[config.mk]
export PLATFORM = sky130hd
export DESIGN_NAME = trig_surf_gather
export DESIGN_NICKNAME = d
export VERILOG_FILES = /design/src/rtl/trig_surf_gather.sv
export SDC_FILE = /design/constraint.sdc
export NUM_CORES = 1
export LEC_CHECK = 0
export ABC_AREA = 0
export CORE_AREA = 2 2 423 425
export DETAILED_ROUTE_END_ITERATION = 10
export DIE_AREA = 0 0 425 427
export HOLD_SLACK_MARGIN = 0.08
export PLACE_DENSITY = 0.41
export SLEW_MARGIN = 20
export SYNTH_ARGS = -nofsm -noshare
export SYNTH_HDL_FRONTEND = slang
export SYNTH_SLANG_ARGS = --single-unit
[constraint.sdc]
create_clock -name sysclk_i -period 2.3 [get_ports sysclk_i]
set_input_delay 0.69 -clock sysclk_i [delete_from_list [all_inputs] [get_ports sysclk_i]]
set_output_delay 0.69 -clock sysclk_i [all_outputs]
set_load 0.02 [all_outputs]
[src/rtl/trig_surf_gather.sv]
// SURF trigger-word gather: phase alignment, slot compaction, cycle-aligned masking, missing-valid flags.
// Optional gated per-SURF trigger scalers when TRIG_GATHER_SCALERS_EN is defined.
module trig_surf_gather #(
    parameter  int NTIO          = 4,
    parameter  int NSURF_PER_TIO = 7,
    parameter  int SLOTS_PER_TIO = 8,
    parameter  int WORD_W        = 16,
    parameter  int CYCLE_LEN     = 8,
    parameter  int NVALID        = 2,
    parameter  int SCALER_W      = 16,
    localparam int NSURF         = NTIO * NSURF_PER_TIO,
    localparam int NSLOT         = NTIO * SLOTS_PER_TIO,
    localparam int SP            = CYCLE_LEN / NVALID,
    localparam int CW            = $clog2(CYCLE_LEN),
    localparam int SW            = (SP > 1) ? $clog2(SP) : 1,
    localparam int IW            = (NSURF > 1) ? $clog2(NSURF) : 1
) (
    input  logic                      sysclk_i,
    input  logic                      sysclk_rst_i,
    input  logic                      sysclk_phase_i,
    input  logic [NSLOT*WORD_W-1:0]   trig_dat_i,
    input  logic [NSLOT-1:0]          trig_dat_valid_i,
    input  logic [SW-1:0]             valid_offset_i,
    input  logic [NSURF-1:0]          mask_i,
    input  logic                      mask_update_i,
    input  logic                      gate_i,
    input  logic                      err_clr_i,
    input  logic [IW-1:0]             scaler_sel_i,
    output logic [NSURF*WORD_W-1:0]   trig_dat_o,
    output logic                      trig_valid_o,
    output logic                      trig_first_o,
    output logic                      locked_o,
    output logic                      phase_err_o,
    output logic [NSURF-1:0]          missing_o,
    output logic [SCALER_W-1:0]       scaler_o
);

    logic [CW-1:0]             r_ph_cnt;
    logic                      r_locked;
    logic                      r_phase_err;
    logic [NSURF-1:0]          r_mask_pend;
    logic [NSURF-1:0]          r_mask_act;
    logic [NSURF-1:0]          r_missing;
    logic [NSURF*WORD_W-1:0]   r_dat;
    logic                      r_valid;
    logic                      r_first;

    logic [WORD_W-1:0]         w_word [NSURF];
    logic [NSURF-1:0]          w_vld;
    logic [NSURF*WORD_W-1:0]   w_masked;
    logic [NSURF-1:0]          w_miss;
    logic [SW-1:0]             w_ph_mod;
    logic                      w_cap;
    logic                      w_first;

    // Spare TURFIO slots are dropped here; only the first NSURF_PER_TIO slots of each TIO survive.
    always_comb begin
        w_vld    = '0;
        w_masked = '0;
        w_miss   = '0;
        for (int t = 0; t < NTIO; t++) begin
            for (int s = 0; s < NSURF_PER_TIO; s++) begin
                w_word[t*NSURF_PER_TIO+s] = trig_dat_i[(t*SLOTS_PER_TIO+s)*WORD_W +: WORD_W];
                w_vld[t*NSURF_PER_TIO+s]  = trig_dat_valid_i[t*SLOTS_PER_TIO+s];
            end
        end
        for (int i = 0; i < NSURF; i++) begin
            w_masked[i*WORD_W +: WORD_W] = r_mask_act[i] ? '0 : w_word[i];
            w_miss[i] = !r_mask_act[i] && !w_vld[i];
        end
    end

    assign w_ph_mod = (SP > 1) ? r_ph_cnt[SW-1:0] : '0;
    assign w_cap    = r_locked && (w_ph_mod == valid_offset_i);
    assign w_first  = w_cap && (r_ph_cnt == CW'(valid_offset_i));

    always_ff @(posedge sysclk_i) begin
        if (sysclk_rst_i) begin
            r_ph_cnt    <= '0;
            r_locked    <= 1'b0;
            r_phase_err <= 1'b0;
            r_mask_pend <= '1;
            r_mask_act  <= '1;
            r_missing   <= '0;
            r_dat       <= '0;
            r_valid     <= 1'b0;
            r_first     <= 1'b0;
        end else begin
            if (sysclk_phase_i) begin
                r_ph_cnt <= CW'(1);
                r_locked <= 1'b1;
            end else begin
                r_ph_cnt <= r_ph_cnt + CW'(1);
            end

            if (sysclk_phase_i && r_locked && (r_ph_cnt != '0))
                r_phase_err <= 1'b1;
            else if (err_clr_i)
                r_phase_err <= 1'b0;

            if (mask_update_i)
                r_mask_pend <= mask_i;
            // Active mask only moves on the cycle boundary so a cycle is never split.
            if (r_ph_cnt == '0)
                r_mask_act <= r_mask_pend;

            r_missing <= (err_clr_i ? '0 : r_missing) | (w_cap ? w_miss : '0);

            r_valid <= w_cap;
            r_first <= w_first;
            if (w_cap)
                r_dat <= w_masked;
        end
    end

    assign trig_dat_o   = r_dat;
    assign trig_valid_o = r_valid;
    assign trig_first_o = r_first;
    assign locked_o     = r_locked;
    assign phase_err_o  = r_phase_err;
    assign missing_o    = r_missing;

`ifdef TRIG_GATHER_SCALERS_EN
    logic [SCALER_W-1:0] r_acc     [NSURF];
    logic [SCALER_W-1:0] r_latched [NSURF];
    logic [SCALER_W-1:0] r_scaler;
    logic [NSURF-1:0]    w_inc;

    always_comb begin
        w_inc = '0;
        for (int i = 0; i < NSURF; i++)
            w_inc[i] = w_cap && !r_mask_act[i] && w_word[i][WORD_W-1];
    end

    // A gate coinciding with an increment starts the new period at 1.
    always_ff @(posedge sysclk_i) begin
        if (sysclk_rst_i) begin
            for (int i = 0; i < NSURF; i++) begin
                r_acc[i]     <= '0;
                r_latched[i] <= '0;
            end
            r_scaler <= '0;
        end else begin
            for (int i = 0; i < NSURF; i++) begin
                if (gate_i) begin
                    r_latched[i] <= r_acc[i];
                    r_acc[i]     <= w_inc[i] ? SCALER_W'(1) : '0;
                end else if (w_inc[i] && (r_acc[i] != '1)) begin
                    r_acc[i] <= r_acc[i] + SCALER_W'(1);
                end
            end
            r_scaler <= (int'(scaler_sel_i) < NSURF) ? r_latched[scaler_sel_i] : '0;
        end
    end

    assign scaler_o = r_scaler;
`else
    assign scaler_o = '0;
`endif

    logic w_unused;
    assign w_unused = ^{trig_dat_i, trig_dat_valid_i, gate_i, scaler_sel_i};

endmodule
-- After elaboration in Yosys (flattened, before gate mapping)
Index checks and enable logic that the tools add are counted.
- equality and inequality tests: 2
- $mul: 0
- shifts and indexed selects: 0
- add/sub/neg operators: 1
- reduce and logical (&&, ||, !) cells: 92
- $lt $le $gt $ge: 0
- divide/modulo/power cells: 0
- muxes and demuxes: 33
- bitwise gates (word level): 1
- operators by type and width (cell ; count):
    16-bit two-way mux ; 28
    1-bit zero test ; 56
    28-bit two-way mux ; 2
    1-bit logical AND ; 32
    28-bit OR ; 1
    3-bit by 1-bit adder with 3-bit output, second input constant ; 1
    3-bit by 2-bit == test with 1-bit output ; 1
    3-bit zero test ; 1
    1-bit two-way mux ; 3
    3-bit nonzero test ; 1
    2-bit == test ; 1
    2-bit nonzero test ; 1
    2-bit OR reduction ; 1
- bits in writable memories: 0
- word-level logic and storage cells: 139
- memories kept: 0
- latch bits: 0
- output and inout port bits: 496
- bits in read-only memories: 0
- register bits: 539

-- Longest topological paths before layout
- depth in word-level cells: 4
- depth in mapped cells: 7

-- Least setup slack after synthesis
No wires, ideal clock.
- kind: input-to-reg
- start: in valid_offset_i[1]
- end: reg r_dat[0], in the netlist trig_dat_o[0]
- setup slack: 434 ps
- setup time: 120 ps
- arrival time: 1746 ps
- data required time: 2180 ps
- stages on the path: 6
- path through: xor2_1 > or3_1 > buf_2 > buf_6 > buf_6 > mux2i_1
- longest elaborated chain between the ends: 2
- ends and longest elaborated chain (element ; line ; text):
    start: declaration ; 23 ; input logic [SW-1:0] valid_offset_i,
    2-bit == test ; 74 ; assign w_cap = r_locked && (w_ph_mod == valid_offset_i);
    1-bit logical AND ; 74 ;
    end signal: assignment ; 112 ; r_dat <= w_masked;
    end: declaration ; 44 ; logic [NSURF*WORD_W-1:0] r_dat;
No other way between the ends.
A chain may end at the register's enable or synchronous reset.

-- Final worst setup path
- start: reg r_dat[256], in the netlist trig_dat_o[256]
- end: out trig_dat_o[256]
- RTL lines (element ; line ; text):
    end: declaration ; 29 ; output logic [NSURF*WORD_W-1:0] trig_dat_o,
No word-level cell between the ends.

==> impl_metrics.csv <==
group,metric,value,unit
clock_network,cts_setup_buffers,0,
route,drt-initial-drc-count,838,
pwr,clkPwrFrac,50.3,%
sta,post-route-period-util,95.2,%
placed_design,port-buffer-count,990,
route,drt.antenna.violating_nets,0,
clock_network,numCtsBuffers,78,
route,avgViaCountPerCell,3.58,
route,routedWlPerCell,21.4,µm
sta,holdWs,447,ps
layout,layout_common_cells,"538 x dfxtp_1, 508 x clkdlybuf4s50_1, 454 x dlygate4sd2_1",
critical_path,path_buf_inv,1,
clock_network,cts_tree,"built",
pwr,p_sw_share,26.3,%
synthesis,synth_top_area_share,43.9,%
floorplan,rows,155,
critical_path,crit_family,"buffers and inverters",
critical_path,cp_cell_sequence,"dlygate4sd2_1",
sta,rsz0062_at_grt,"false",
critical_path,max_stage_delay,410,ps
route,post-route-drc-count,0,
critical_path,critical_path_required,1610,ps
pwr,leakagePower,0.0181,µW
pwr,total_power,25600,µW
sta,setup_ws,111,ps
floorplan,io_pins,1081,
synthesis,yosysTopAreaCell,"dfxtp_1",
placed_design,post-place-ws,-518,ps
pwr,power_density,648,nW/µm²
critical_path,start_kind,"flip-flop",
synthesis,synth_area,24600,µm²
layout,num-nets-final,3860,
critical_path,slowest_stage,"dlygate4sd2_1",
clock_network,insertion_delay,700,ps
global_route,grt_max_degree,102,
synthesis,synth_cell_types,27,
route,num_vias,20400,
sta,maxSlewHeadroom,36.3,%
sta,fin_setup_tns,0,ps
layout,area_growth,60.8,%
route,wl,122,mm
clock_network,cts-resized-gates,519,
synthesis,ys_ff_latch,539,
sta,setup_viol_count_final,0,
clock_network,clkTransAtPathRegs,60,ps
synthesis,synth_warnings,0,
floorplan,die_area,181000,µm²
pwr,comb_power_share,11.2,%
worst_hold_path,hold_class,"reg2reg",
layout,drive_gt1_share,20.4,%
global_route,antenna_found_initial,25,
synthesis,synth.area.top_cells,"dfxtp_1 44%, mux2i_1 18%, or3b_2 16%",
floorplan,die_height,427,µm
pwr,p_seq_share,38.5,%
pwr,intPower,18900,µW
run,maxCapViolations,0,
critical_path,critPathMaxFanout,2,
synthesis,yosysSeqAreaShare,43.9,%
layout,final_common_cell,"dfxtp_1",
sta,worst_pin_slew,954,ps
global_route,grtUsageTotal,12.8,%
sta,hold_viol,0,
pwr,switchingPower,6740,µW
clock_network,clock_sink_count,539,
pwr,ir_worst_vdd,0.456,mV
sta,max_freq,457,MHz
global_route,grt_pass1_vias,20700,
clock_network,clk_path_buf_depth,3,
run_status,status,"complete, no violations",
floorplan,core,177000,µm²
critical_path,critPathArrivalTime,1500,ps
critical_path,endpoint_kind,"output pin",
layout,utilization,22.3,%
global_route,overflow,0,
floorplan,start_util,13.9,%
sta,report.final.slew_viol_count,0,
global_route,grt_pass1_wl,165,mm
placed_design,gp_congestion,0.796,
placed_design,dp_hpwl,92.0,mm
synthesis,synth_area_per_cell,10.6,µm²
floorplan,chipWidth,425,µm
sta,finClkSkew,23.2,ps
route,first_pass_iters,4,
sta,period_minus_slack,2190,ps
clock_network,root_buffer,"clkbuf_16",
clock_network,hold_buffers,0,
synthesis,synth_cells,2321,
critical_path,worst-setup-path-type,"reg2out",
clock_network,htreeDepth,3,
==> tightest hold or removal path: stages, from the launching register on <==
cell      delay (ps)
dfxtp_1          320
nand2_1           50
nand3b_1          60
==> metal layers <==
layer	wire length (µm)	GRT usage, %	vias to the layer above
met2	61400	22.2	554
met5	89	0	-
met3	7960	3.99	158
li1	-	-	9852
met1	49200	14.8	9828
met4	3040	4.45	16
==> synthesized netlist by cell type <==
cell type,number
nand2b_1,449
nor2_1,30
nor2b_1,29
buf_6,47
nand3b_1,28
conb_1,1
nor3b_1,1
a32oi_1,1
or3_1,1
a21oi_1,2
xnor2_1,1
nor4_1,1
nor2_2,1
xor2_1,2
buf_2,12
ha_1,2
a22o_1,28
mux2i_1,448
dfxtp_1,539
buf_1,3
or3b_2,447
a211o_1,28
inv_1,5
nand2_1,57
buf_4,16
clkbuf_1,140
nor3_1,2
==> power by group through the flow <==
| stage | combinational, µW | clock (µW) | sequential, µW |
|---|---|---|---|
| after floorplan | 1360 | 0 | 9950 |
| after global placement | 3000 | 0 | 10100 |
| after detailed placement | 2990 | 0 | 10100 |
| after CTS | 2940 | 13500 | 9880 |
| after global routing | 3090 | 13800 | 9900 |
| final | 2880 | 12900 | 9860 |
==> flip-flops by register name, indices dropped and copies added, names as in the netlist <==
signal	cells
r_mask_pend	28
missing_o	28
trig_first_o	1
phase_err_o	1
trig_dat_o	448
r_mask_act	28
trig_valid_o	1
locked_o	1
r_ph_cnt	3
==> metrics by stage <==
| stage | cell area [µm²] | std cells |
|---|---|---|
| floorplan | 24600 | 2336 |
| global placement | 37400 | 5548 |
| detailed placement | 37400 | 5548 |
| CTS | 39500 | 5690 |
| global route | 39500 | 5699 |
| finish | 39500 | 5700 |
==> cell type report <==
cell class                 count  area (µm²)
multi-input combinational   1574       12600
sequential                   539       10800
tap                         2355        2950
fill                       19300      138000
clock inverter                31         484
clock buffer                 111        2220
timing repair buffer        1075       10400
antenna                       10        25.0
inverter                       5        18.8
==> cell families (layout without fill, tap and decap cells) <==
| family | count (synthesis) | count (layout) | synth area share, % |
|---|---|---|---|
| compound gates | 59 | 59 | 2.07 |
| xor+xnor | 3 | 3 | 0.107 |
| fa+ha+maj | 2 | 2 | 0.102 |
| buf+inv | 223 | 1222 | 5.15 |
| flops | 539 | 539 | 43.9 |
| mux | 448 | 448 | 18.2 |
| other cells | 1 | 26 | 0.0153 |
| simple gates | 1046 | 1046 | 30.4 |
==> final timing paths <==
path                         from         endpoint  slack (ps)  cells past startpoint
hold / removal     r_mask_pend[5]    r_mask_act[5]         450                      2
setup / recovery  trig_dat_o[256]  trig_dat_o[256]         110                      1
hold reg to reg    r_mask_pend[5]    r_mask_act[5]         450                      2
setup reg to reg      r_ph_cnt[0]    r_mask_act[9]         410                      6
Power figures use the tool's default switching activity.
